File: src/rtl/jk_reg_pkg.sv
// jk_reg_pkg
// Shared definitions for the jk_reg_bank register bank:
//   mode_t          - per-bank next-state rule selector
//   WIDTH_MIN/MAX   - legal range for the bank width
//   width_in_range  - elaboration-time range check used by the top level
package jk_reg_pkg;

    typedef enum logic [1:0] {
        MODE_JK = 2'b00,
        MODE_SR = 2'b01,
        MODE_D  = 2'b10,
        MODE_T  = 2'b11
    } mode_t;

    localparam int WIDTH_MIN = 1;
    localparam int WIDTH_MAX = 64;

    function automatic bit width_in_range(input int w);
        return (w >= WIDTH_MIN) && (w <= WIDTH_MAX);
    endfunction

endpackage

File: src/rtl/jk_reg_bank_cell.sv
// jk_bit_cell
// Pure next-state logic for one flip-flop cell of the bank.
// Ports:
//   mode    in  next-state rule (JK, SR, D, T)
//   j       in  J / S / D / T input
//   k       in  K / R input (ignored in D and T)
//   cur     in  current stored bit
//   nxt     out next bit if the cell is enabled
//   illegal out SR mode with S=R=1 (cell holds in that case)
module jk_bit_cell
    import jk_reg_pkg::*;
(
    input  mode_t mode,
    input  logic  j,
    input  logic  k,
    input  logic  cur,
    output logic  nxt,
    output logic  illegal
);

    always_comb begin
        nxt     = cur;
        illegal = 1'b0;
        case (mode)
            MODE_JK: begin
                case ({j, k})
                    2'b01:   nxt = 1'b0;
                    2'b10:   nxt = 1'b1;
                    2'b11:   nxt = ~cur;
                    default: nxt = cur;
                endcase
            end
            MODE_SR: begin
                case ({j, k})
                    2'b01:   nxt = 1'b0;
                    2'b10:   nxt = 1'b1;
                    2'b11:   illegal = 1'b1;  // bit holds, flag raised
                    default: nxt = cur;
                endcase
            end
            MODE_D:  nxt = j;
            MODE_T:  nxt = j ? ~cur : cur;
            default: nxt = cur;
        endcase
    end

endmodule

File: src/rtl/jk_reg_bank.sv
// jk_reg_bank
// Bank of WIDTH flip-flop cells with run-time selectable next-state rule,
// synchronous parallel load, optional master-slave output stage, sticky
// illegal-SR flag and per-bit change strobes.
// Ports:
//   clk      in  rising-edge clock
//   rst_n    in  asynchronous active-low reset
//   en       in  cell update enable (master holds when 0)
//   mode     in  00 JK, 01 SR, 10 D, 11 T
//   j, k     in  per-bit cell inputs
//   load     in  synchronous parallel load, overrides en/mode
//   load_val in  value loaded into the master
//   clr_err  in  clears err (a simultaneous new error wins)
//   q        out bank output (slave when MS_STAGE=1, else master)
//   q_bar    out ~q
//   err      out sticky illegal-SR flag
//   chg      out one-cycle pulse per bit when that bit of q changed
module jk_reg_bank
    import jk_reg_pkg::*;
#(
    parameter int WIDTH    = 8,
    parameter bit MS_STAGE = 1'b1
) (
    input  logic             clk,
    input  logic             rst_n,
    input  logic             en,
    input  logic [1:0]       mode,
    input  logic [WIDTH-1:0] j,
    input  logic [WIDTH-1:0] k,
    input  logic             load,
    input  logic [WIDTH-1:0] load_val,
    input  logic             clr_err,
    output logic [WIDTH-1:0] q,
    output logic [WIDTH-1:0] q_bar,
    output logic             err,
    output logic [WIDTH-1:0] chg
);

    if (!width_in_range(WIDTH)) begin : g_width_check
        $error("jk_reg_bank: WIDTH must be in 1..64");
    end

    mode_t            mode_sel;
    logic [WIDTH-1:0] master;
    logic [WIDTH-1:0] master_next;
    logic [WIDTH-1:0] cell_next;
    logic [WIDTH-1:0] cell_ill;
    logic [WIDTH-1:0] q_int;
    logic [WIDTH-1:0] q_next;
    logic [WIDTH-1:0] chg_r;
    logic             err_r;
    logic             err_set;

    assign mode_sel = mode_t'(mode);

    for (genvar i = 0; i < WIDTH; i++) begin : g_cell
        jk_bit_cell u_cell (
            .mode    (mode_sel),
            .j       (j[i]),
            .k       (k[i]),
            .cur     (master[i]),
            .nxt     (cell_next[i]),
            .illegal (cell_ill[i])
        );
    end

    always_comb begin
        master_next = master;
        if (load) begin
            master_next = load_val;
        end else if (en) begin
            master_next = cell_next;
        end
    end

    // cell_ill is only ever raised in SR mode, so no extra mode qualifier.
    assign err_set = en & ~load & (|cell_ill);

    always_ff @(posedge clk or negedge rst_n) begin
        if (!rst_n) begin
            master <= '0;
        end else begin
            master <= master_next;
        end
    end

    if (MS_STAGE) begin : g_slave
        logic [WIDTH-1:0] slave;
        always_ff @(posedge clk or negedge rst_n) begin
            if (!rst_n) begin
                slave <= '0;
            end else begin
                slave <= master;
            end
        end
        assign q_int  = slave;
        assign q_next = master;        // what the slave takes on the next edge
    end else begin : g_direct
        assign q_int  = master;
        assign q_next = master_next;
    end

    // chg is registered alongside q, so it pulses in the cycle q shows
    // its new value and drops once q is steady.
    always_ff @(posedge clk or negedge rst_n) begin
        if (!rst_n) begin
            chg_r <= '0;
            err_r <= 1'b0;
        end else begin
            chg_r <= q_next ^ q_int;
            if (err_set) begin
                err_r <= 1'b1;
            end else if (clr_err) begin
                err_r <= 1'b0;
            end
        end
    end

    assign q     = q_int;
    assign q_bar = ~q_int;
    assign err   = err_r;
    assign chg   = chg_r;

endmodule

File: config.mk
export PLATFORM = sky130hd
export DESIGN_NAME = jk_reg_bank
export DESIGN_NICKNAME = d
export VERILOG_FILES = /design/src/rtl/jk_reg_pkg.sv /design/src/rtl/jk_reg_bank_cell.sv /design/src/rtl/jk_reg_bank.sv
export SDC_FILE = /design/constraint.sdc
export NUM_CORES = 1
export LEC_CHECK = 0
export ABC_AREA = 1
export CAP_MARGIN = 25
export CORE_MARGIN = 2
export CORE_UTILIZATION = 30
export CTS_CLUSTER_SIZE = 40
export DETAILED_ROUTE_END_ITERATION = 6
export MAX_ROUTING_LAYER = met4
export PLACE_DENSITY_LB_ADDON = 0.3
export SLEW_MARGIN = 10
export SYNTH_ARGS = -nofsm -noshare
export SYNTH_HDL_FRONTEND = slang
export SYNTH_SLANG_ARGS = --single-unit
File: constraint.sdc
create_clock -name clk -period 1 [get_ports clk]
set_input_delay 0.2 -clock clk [delete_from_list [all_inputs] [get_ports clk]]
set_output_delay 0.2 -clock clk [all_outputs]
set_load 0.02 [all_outputs]
# After elaboration in Yosys (flattened, before gate mapping)

Index checks and enable logic that the tools add are counted.
Widths: inputs -> output; s select.

Eq/ne operators: 51
Muxes and demuxes: 52
Bitwise gates (word level): 13
Reductions and logical operators: 12

Operators by type and width:

| kind               | number |
|---|---|
| $ne 5x2->1 const B | 8 |
| $eq 2x2->1 const B | 18 |
| $pmux 1 s4         | 8 |
| $reduce_and 4->1   | 8 |
| $ne 4x2->1 const B | 7 |
| $mux 1             | 26 |
| $ne 3x3->1 const B | 8 |
| $pmux 1 s3         | 8 |
| $eq 2x1->1 const B | 9 |
| $mux 8             | 2 |
| $pmux 1 s2         | 8 |
| $not 1->1          | 9 |
| $not 8->8          | 1 |
| $reduce_or 8->1    | 1 |
| $xor 8x8->8        | 1 |
| $ne 4x4->1 const B | 1 |
| $reduce_bool 2->1  | 2 |
| $and 1x1->1        | 2 |
| $logic_not 2->1    | 1 |

Bits in registers: 25
Input port bits: 31
Output and inout port bits: 25
Word-level logic and storage cells: 139

# Logic depth before layout (Yosys ltp)

Gate-level depths: netlist of run 1.

Depth in word-level cells: 6
Mapped depth: 10

# Cells and area by module

A second synthesis of run 1 with hierarchy kept.

Cell total of the unflattened synthesis: 263
Area, all modules: 1811.7 µm²

By module, submodules not included:

| module      | times used | cells an instance | area an instance (µm²) |
|---|---|---|---|
| jk_reg_bank | 1          | 87                | 940.9 |
| jk_bit_cell | 8          | 22                | 108.9 |

# Worst setup path after synthesis of run 1

Ideal clock, no wire load.

Path kind: input to register
From: in load
To: reg master[0]
Library setup time: 120 ps
Arrival time: 1022 ps
Data required time: 880 ps
Slack: -142 ps
Stages: 6
Cell sequence: buf_2 -> or2_1 -> clkbuf_1 -> o21ai_0 -> o21ai_0 -> nand2_1

Longest elaborated chain between the ends: 2
Elaborated cells on any way between the ends: 6

Ends and longest elaborated chain:

| item                                                | line              | text |
|---|---|---|
| from (decl)                                         | jk_reg_bank.sv:30 | `input logic load,` |
| $ne 5x2->1 (no source line) (tied with other cells) | --                |  |
| $reduce_and 4->1 (no source line)                   | --                |  |
| to (signal assigned)                                | jk_reg_bank.sv:83 | `master <= master_next;` |
| to (decl)                                           | jk_reg_bank.sv:44 | `logic [WIDTH-1:0] master;` |

Parallel ways exist; a longest one is shown, timed or not.
A chain may end at the register's enable or synchronous reset.

# Worst setup path after layout of run 1

From: reg g_slave.slave[5], in the netlist q[5]
To: out q_bar[5]

Longest elaborated chain between the ends: 1

Ends and longest elaborated chain:

| item                   | line               | text |
|---|---|---|
| from (decl)            | jk_reg_bank.sv:88  | `logic [WIDTH-1:0] slave;` |
| from (signal assigned) | jk_reg_bank.sv:93  | `slave <= master;` |
| $not 8->8              | jk_reg_bank.sv:120 | `assign q_bar = ~q_int;` |
| to (decl)              | jk_reg_bank.sv:34  | `output logic [WIDTH-1:0] q_bar,` |

Every way passes these cells.

==> metrics.txt, run 1 <==
height of the die=82.83 um; Avg WL per Cell=10.84 um; Inserted Clock Buffers=3; Placed Cells incl. Taps=442; syn_nets=327; # nets final=423; vias=1999; worst-margin pin slew=0.2004 ns; chip width=82.83 um; fin area=0.002899 sq mm; CTS tree=yes; placed inst area=0.002798 sq mm; Overflow after GRT=0; GPL Wtd Cong=0.8148; Synth-to-Final Area Change=55.50%; Worst Hold Class=input pin to async pin; antenna-violating nets left=0; Arr. time, crit path=0.87 ns; CTS max path bufs=2; R2R cell count=9; total power=3.667 mW; Core Util, Final=48.68%; synth warn=0; Port-buffer cells=55; DRC viols=0; Slew Limit Fails=0; Post-Route WL=4869 um; CP startpoint kind=flip-flop; CP Data Required Time=0.80 ns; Mapped Cells=279; Starting Density=31.30%; die area=0.006861 sq mm; beginning of the critical path=q[5]; fin crit share=107.1%; peak supply drop=0.6578 mV; H-tree levels=1; final hold vios=0; Seq cells post-synth=25; fraction of layout cells with a size suffix above 1=29.95%; Peak Freq=934.0 MHz; endpoints failing setup=17; Pwr Density=1265 mW/mm^2; failing checks=negative setup slack; I/O pin count=56; crit path kind=flip-flop to primary output; pre-CTS WS=-0.6286 ns; Hold Buf Count CTS=0; CTS root buf=clkbuf_8; sequential fraction of the synthesis area=33.56%; first-pass GRT wire length=8169 um; max_slew headroom=86.64%; FF-to-FF Start=master[5]; synthesized cell area=0.001864 sq mm; Final Non-Filler Cells=449; n_diodes=0; vias in the first global route=1870; RSZ-0062 raised after global routing=yes; Setup Skew=0.005238 ns; clock transition at the registers of the reported paths=0.09 ns; # Max-Cap Violations=0; largest net degree at the start of global routing=26; total core area=0.005956 sq mm; DRT Pass-1 Iters=4; FP Rows=28; Setup TNS Final=-0.5901 ns; clock sink count=25; final setup margin=-0.07065 ns; DP HPWL=3780 um; overall global routing resource usage=14.78%; syn_area_per_cell=6.682 sq um; clock latency on the worst-skew pair=0.27 ns; initial antenna violation count=0; post-layout min period=1.071 ns; DRT iter0 DRCs=106; vias per cell=4.452; Worst Path Max Fanout=3; nature of the critical path endpoint=primary output; Cell variety after synth=19; Pleak=1.599 nW; status=finished with violations; Hold Slack=0.2748 ns
-- state kept, by name, summed over array words and instances (netlist names) --
name / cells
chg: 8
master: 8
q: 8
err: 1
-- power by group --
part | internal, mW | switching, mW
Combinational | 0.885 | 0.837
Sequential | 1.22 | 0.130
Clock | 0.285 | 0.311
Total | 2.39 | 1.28
-- synth_stat cells, drive strengths merged --
| master | instances | area (sq um) |
|---|---|---|
| nand4 | 10 | 62.56 |
| nand2 | 101 | 379.1 |
| o22ai | 1 | 6.260 |
| o21bai | 1 | 7.510 |
| buf | 5 | 27.53 |
| nor2 | 22 | 90.09 |
| clkbuf | 2 | 7.510 |
| or2 | 3 | 18.77 |
| inv | 51 | 191.4 |
| ha | 17 | 212.7 |
| nand3 | 17 | 85.08 |
| dfrtp | 25 | 625.6 |
| o21ai | 16 | 80.08 |
| xor2 | 8 | 70.07 |
-- kinds of logic (layout without fill, tap and decap cells) --
kind of cell	after synthesis	in the layout	synth area share, %
flops	25	25	33.56
fa+ha+maj	17	17	11.41
xor+xnor	8	8	3.759
buf+inv	58	153	12.15
compound gates	18	18	5.034
simple gates	153	153	34.09
-- layer usage --
| layer | global-route usage, % | vias up | routed length (um) | part of all wire [%] |
|---|---|---|---|---|
| li1 | - | 1043 | - | - |
| met1 | 18.09 | 894 | 2143 | 44 |
| met2 | 25.73 | 57 | 2401 | 49 |
| met3 | 2.087 | 5 | 280 | 5.8 |
| met4 | 3.577 | 0 | 44 | 0.90 |
| met5 | - | - | 0 | 0 |
-- critical path: stages, from the launching register on --
cell and delay, ns:
dfrtp_1 0.41, inv_1 0.08, buf_6 0.11
-- worst paths after layout --
check,slack [ns],end
worst max-delay path,-0.07,q_bar[5]
max in group asynchronous,0.57,q[7]
min in group clk,0.44,master[3]
worst max register to register,0.06,master[5]
worst min register to register,0.51,q[4]
worst min-delay path,0.27,master[6]
-- cell type report --
| cell class | count | area (sq um) |
|---|---|---|
| multi-input combinational | 196 | 1074 |
| clock buffer | 4 | 45.04 |
| inverter | 51 | 196.4 |
| timing repair buffer | 98 | 864.6 |
| tap | 75 | 93.84 |
| fill | 631 | 3057 |
| sequential | 25 | 625.6 |
-- layout by cell type, fill, tap and decap left out, types with 9 or more instances in the layout --
cell / count
nand2_1: 100
buf_4: 39
inv_1: 38
buf_6: 28
dfrtp_1: 25
nor2_1: 19
nand3_1: 16
o21ai_1: 14
inv_2: 11
nand4_1: 10
clkdlybuf4s50_1: 10
clkbuf_2: 9
-- repair_timing --
action                                  CTS  global route
endpoints found under the setup margin   34            34
cloned                                    0             0
resized for setup                       172            53
pin swaps                                 6             9
setup buffers                             3             0
endpoints found under the hold margin     0             0
No activity file was read; power rests on OpenSTA's default activity.
==> inputs of run 2 (changes only) <==
--- a/config.mk
+++ b/config.mk
@@ -7,7 +7,7 @@
 export LEC_CHECK = 0
 export ABC_AREA = 1
 export CAP_MARGIN = 25
-export CORE_MARGIN = 2
+export CORE_MARGIN = 4
 export CORE_UTILIZATION = 30
 export CTS_CLUSTER_SIZE = 40
 export DETAILED_ROUTE_END_ITERATION = 6
==> metrics.txt, run 2 (synthesis results as in run 1) <==
status=finished with violations; failing checks=negative setup slack; Pleak=1.628 nW (+1.8%); Post-Route WL=4992 um (+2.5%); Avg WL per Cell=11.09 um (+2.3%); FP Rows=28 (unchanged); RSZ-0062 raised after global routing=yes; Arr. time, crit path=0.87 ns (about the same); beginning of the critical path=q[3]; fraction of layout cells with a size suffix above 1=31.73% (+1.8 points); antenna-violating nets left=0 (unchanged); DRT Pass-1 Iters=4 (unchanged); H-tree levels=1 (unchanged); DRT iter0 DRCs=96 (-9.4%); vias=2003 (+0.20%); largest net degree at the start of global routing=26 (unchanged); die area=0.007539 sq mm (+9.9%); endpoints failing setup=17 (unchanged); Critical Path End=q_bar[3]; total core area=0.005991 sq mm (+0.59%); Starting Density=31.12% (-0.18 points); # Max-Cap Violations=0 (unchanged); CP startpoint kind=flip-flop; I/O pin count=56 (unchanged); final setup margin=-0.06628 ns (+0.004362 ns); clock transition at the registers of the reported paths=0.09 ns (about the same); n_diodes=0 (unchanged); final hold vios=0 (unchanged); nature of the critical path endpoint=primary output; Pwr Density=1235 mW/mm^2 (-2.3%); commonest cells after routing, fill and taps aside=98 x nand2_1, 36 x buf_4, 35 x inv_1; Setup Skew=0.003879 ns (-0.001359 ns); Overflow after GRT=0 (unchanged); post-layout min period=1.066 ns (-0.004362 ns); Worst Hold Class=input pin to async pin; Setup TNS Final=-0.6554 ns (-0.06522 ns); chip width=86.83 um (+4.8%); commonest non-fill, non-tap cell in the layout=nand2_1; overall global routing resource usage=14.56% (-0.22 points); Slew Limit Fails=0 (unchanged); worst r2r dst=master[3]; # nets final=424 (+0.24%); peak supply drop=0.6383 mV (-3.0%); max_slew headroom=83.57% (-3.1 points); FF-to-FF Start=master[3]; worst-margin pin slew=0.2460 ns (+0.04559 ns); Inserted Clock Buffers=3 (unchanged); Port-buffer cells=55 (unchanged); height of the die=86.83 um (+4.8%); Worst R2R Setup Slack=0.07 ns (about the same); clock latency on the worst-skew pair=0.27 ns (about the same); Hold Slack=0.2708 ns (-0.003990 ns); Worst Path Max Fanout=3 (unchanged); DP HPWL=3828 um (+1.3%); pre-CTS WS=-0.5982 ns (+0.03043 ns); GPL Wtd Cong=0.8185 (+0.45%); R2R cell count=9 (unchanged); CTS max path bufs=2 (unchanged); Peak Freq=937.8 MHz (+0.41%); CTS root buf=clkbuf_8; first-pass GRT wire length=8487 um (+3.9%); vias per cell=4.451 (about the same); crit path kind=flip-flop to primary output; Synth-to-Final Area Change=61.88%; clock sink count=25 (unchanged); vias in the first global route=1872 (+0.11%); Fill cells=606 (-4.0%); fin crit share=106.6% (-0.44 points); CTS tree=yes; total power=3.728 mW (+1.7%); DRC viols=0 (unchanged); CP Data Required Time=0.80 ns (about the same); initial antenna violation count=0 (unchanged)
==> run 2: critical path, cell delays in order (launching register included) <==
cell,delay (ns)
dfrtp_1,0.41
inv_1,0.07
buf_6,0.11
==> run 2: final cells by class <==
cell class | instances | area [sq um] | share of cell area, %
Multi-Input combinational cell | 196 | 1126 | 37.31
Inverter | 51 | 193.9 | 6.426
Clock inverter | 1 | 5.005 | 0.1658
Tap cell | 75 | 93.84 | 3.109
Sequential cell | 25 | 625.6 | 20.73
Clock buffer | 3 | 41.29 | 1.368
Timing Repair Buffer | 99 | 932.1 | 30.89
==> run 2: stage by stage <==
stage	instance area, sq um	utilization, %	std cells
after floorplan	1901	-	279
after global placement	2788	46.53	439
after detailed placement	2788	46.53	439
after CTS	2918	48.71	448
after global routing	3018	50.38	450
final	3018	50.38	450
==> run 2: timing repair <==
item                       CTS  global route
setup buffers                4             2
hold buffers                 0             0
pin swaps                    7            23
setup endpoints to repair   34            34
gates resized for setup    179            55
gates cloned                 1             0
==> run 2: how the worst min path moves through the flow <==
stage	from	end	slack [ns]	depth (start not counted)
after floorplan	rst_n	chg[0]	-0.1	0
after global placement	master[0]	q[0]	0.46	0
after detailed placement	master[0]	q[0]	0.46	0
after CTS	rst_n	chg[6]	0.27	2
after global routing	rst_n	chg[6]	0.29	2
final	rst_n	chg[6]	0.27	2
==> run 2: power breakdown <==
| part | switching (mW) | internal (mW) |
|---|---|---|
| Combinational | 0.851 | 0.919 |
| Sequential | 0.131 | 1.22 |
| Clock | 0.329 | 0.279 |
==> run 2: layer usage <==
layer	up-vias	GRT usage (%)	share of wire, %	wire [um]
met5	-	-	0	0
met4	0	3.399	0.72	36
met3	4	2.852	7.3	366
met2	64	22.29	46	2321
met1	891	19.79	45	2268
li1	1044	-	-	-
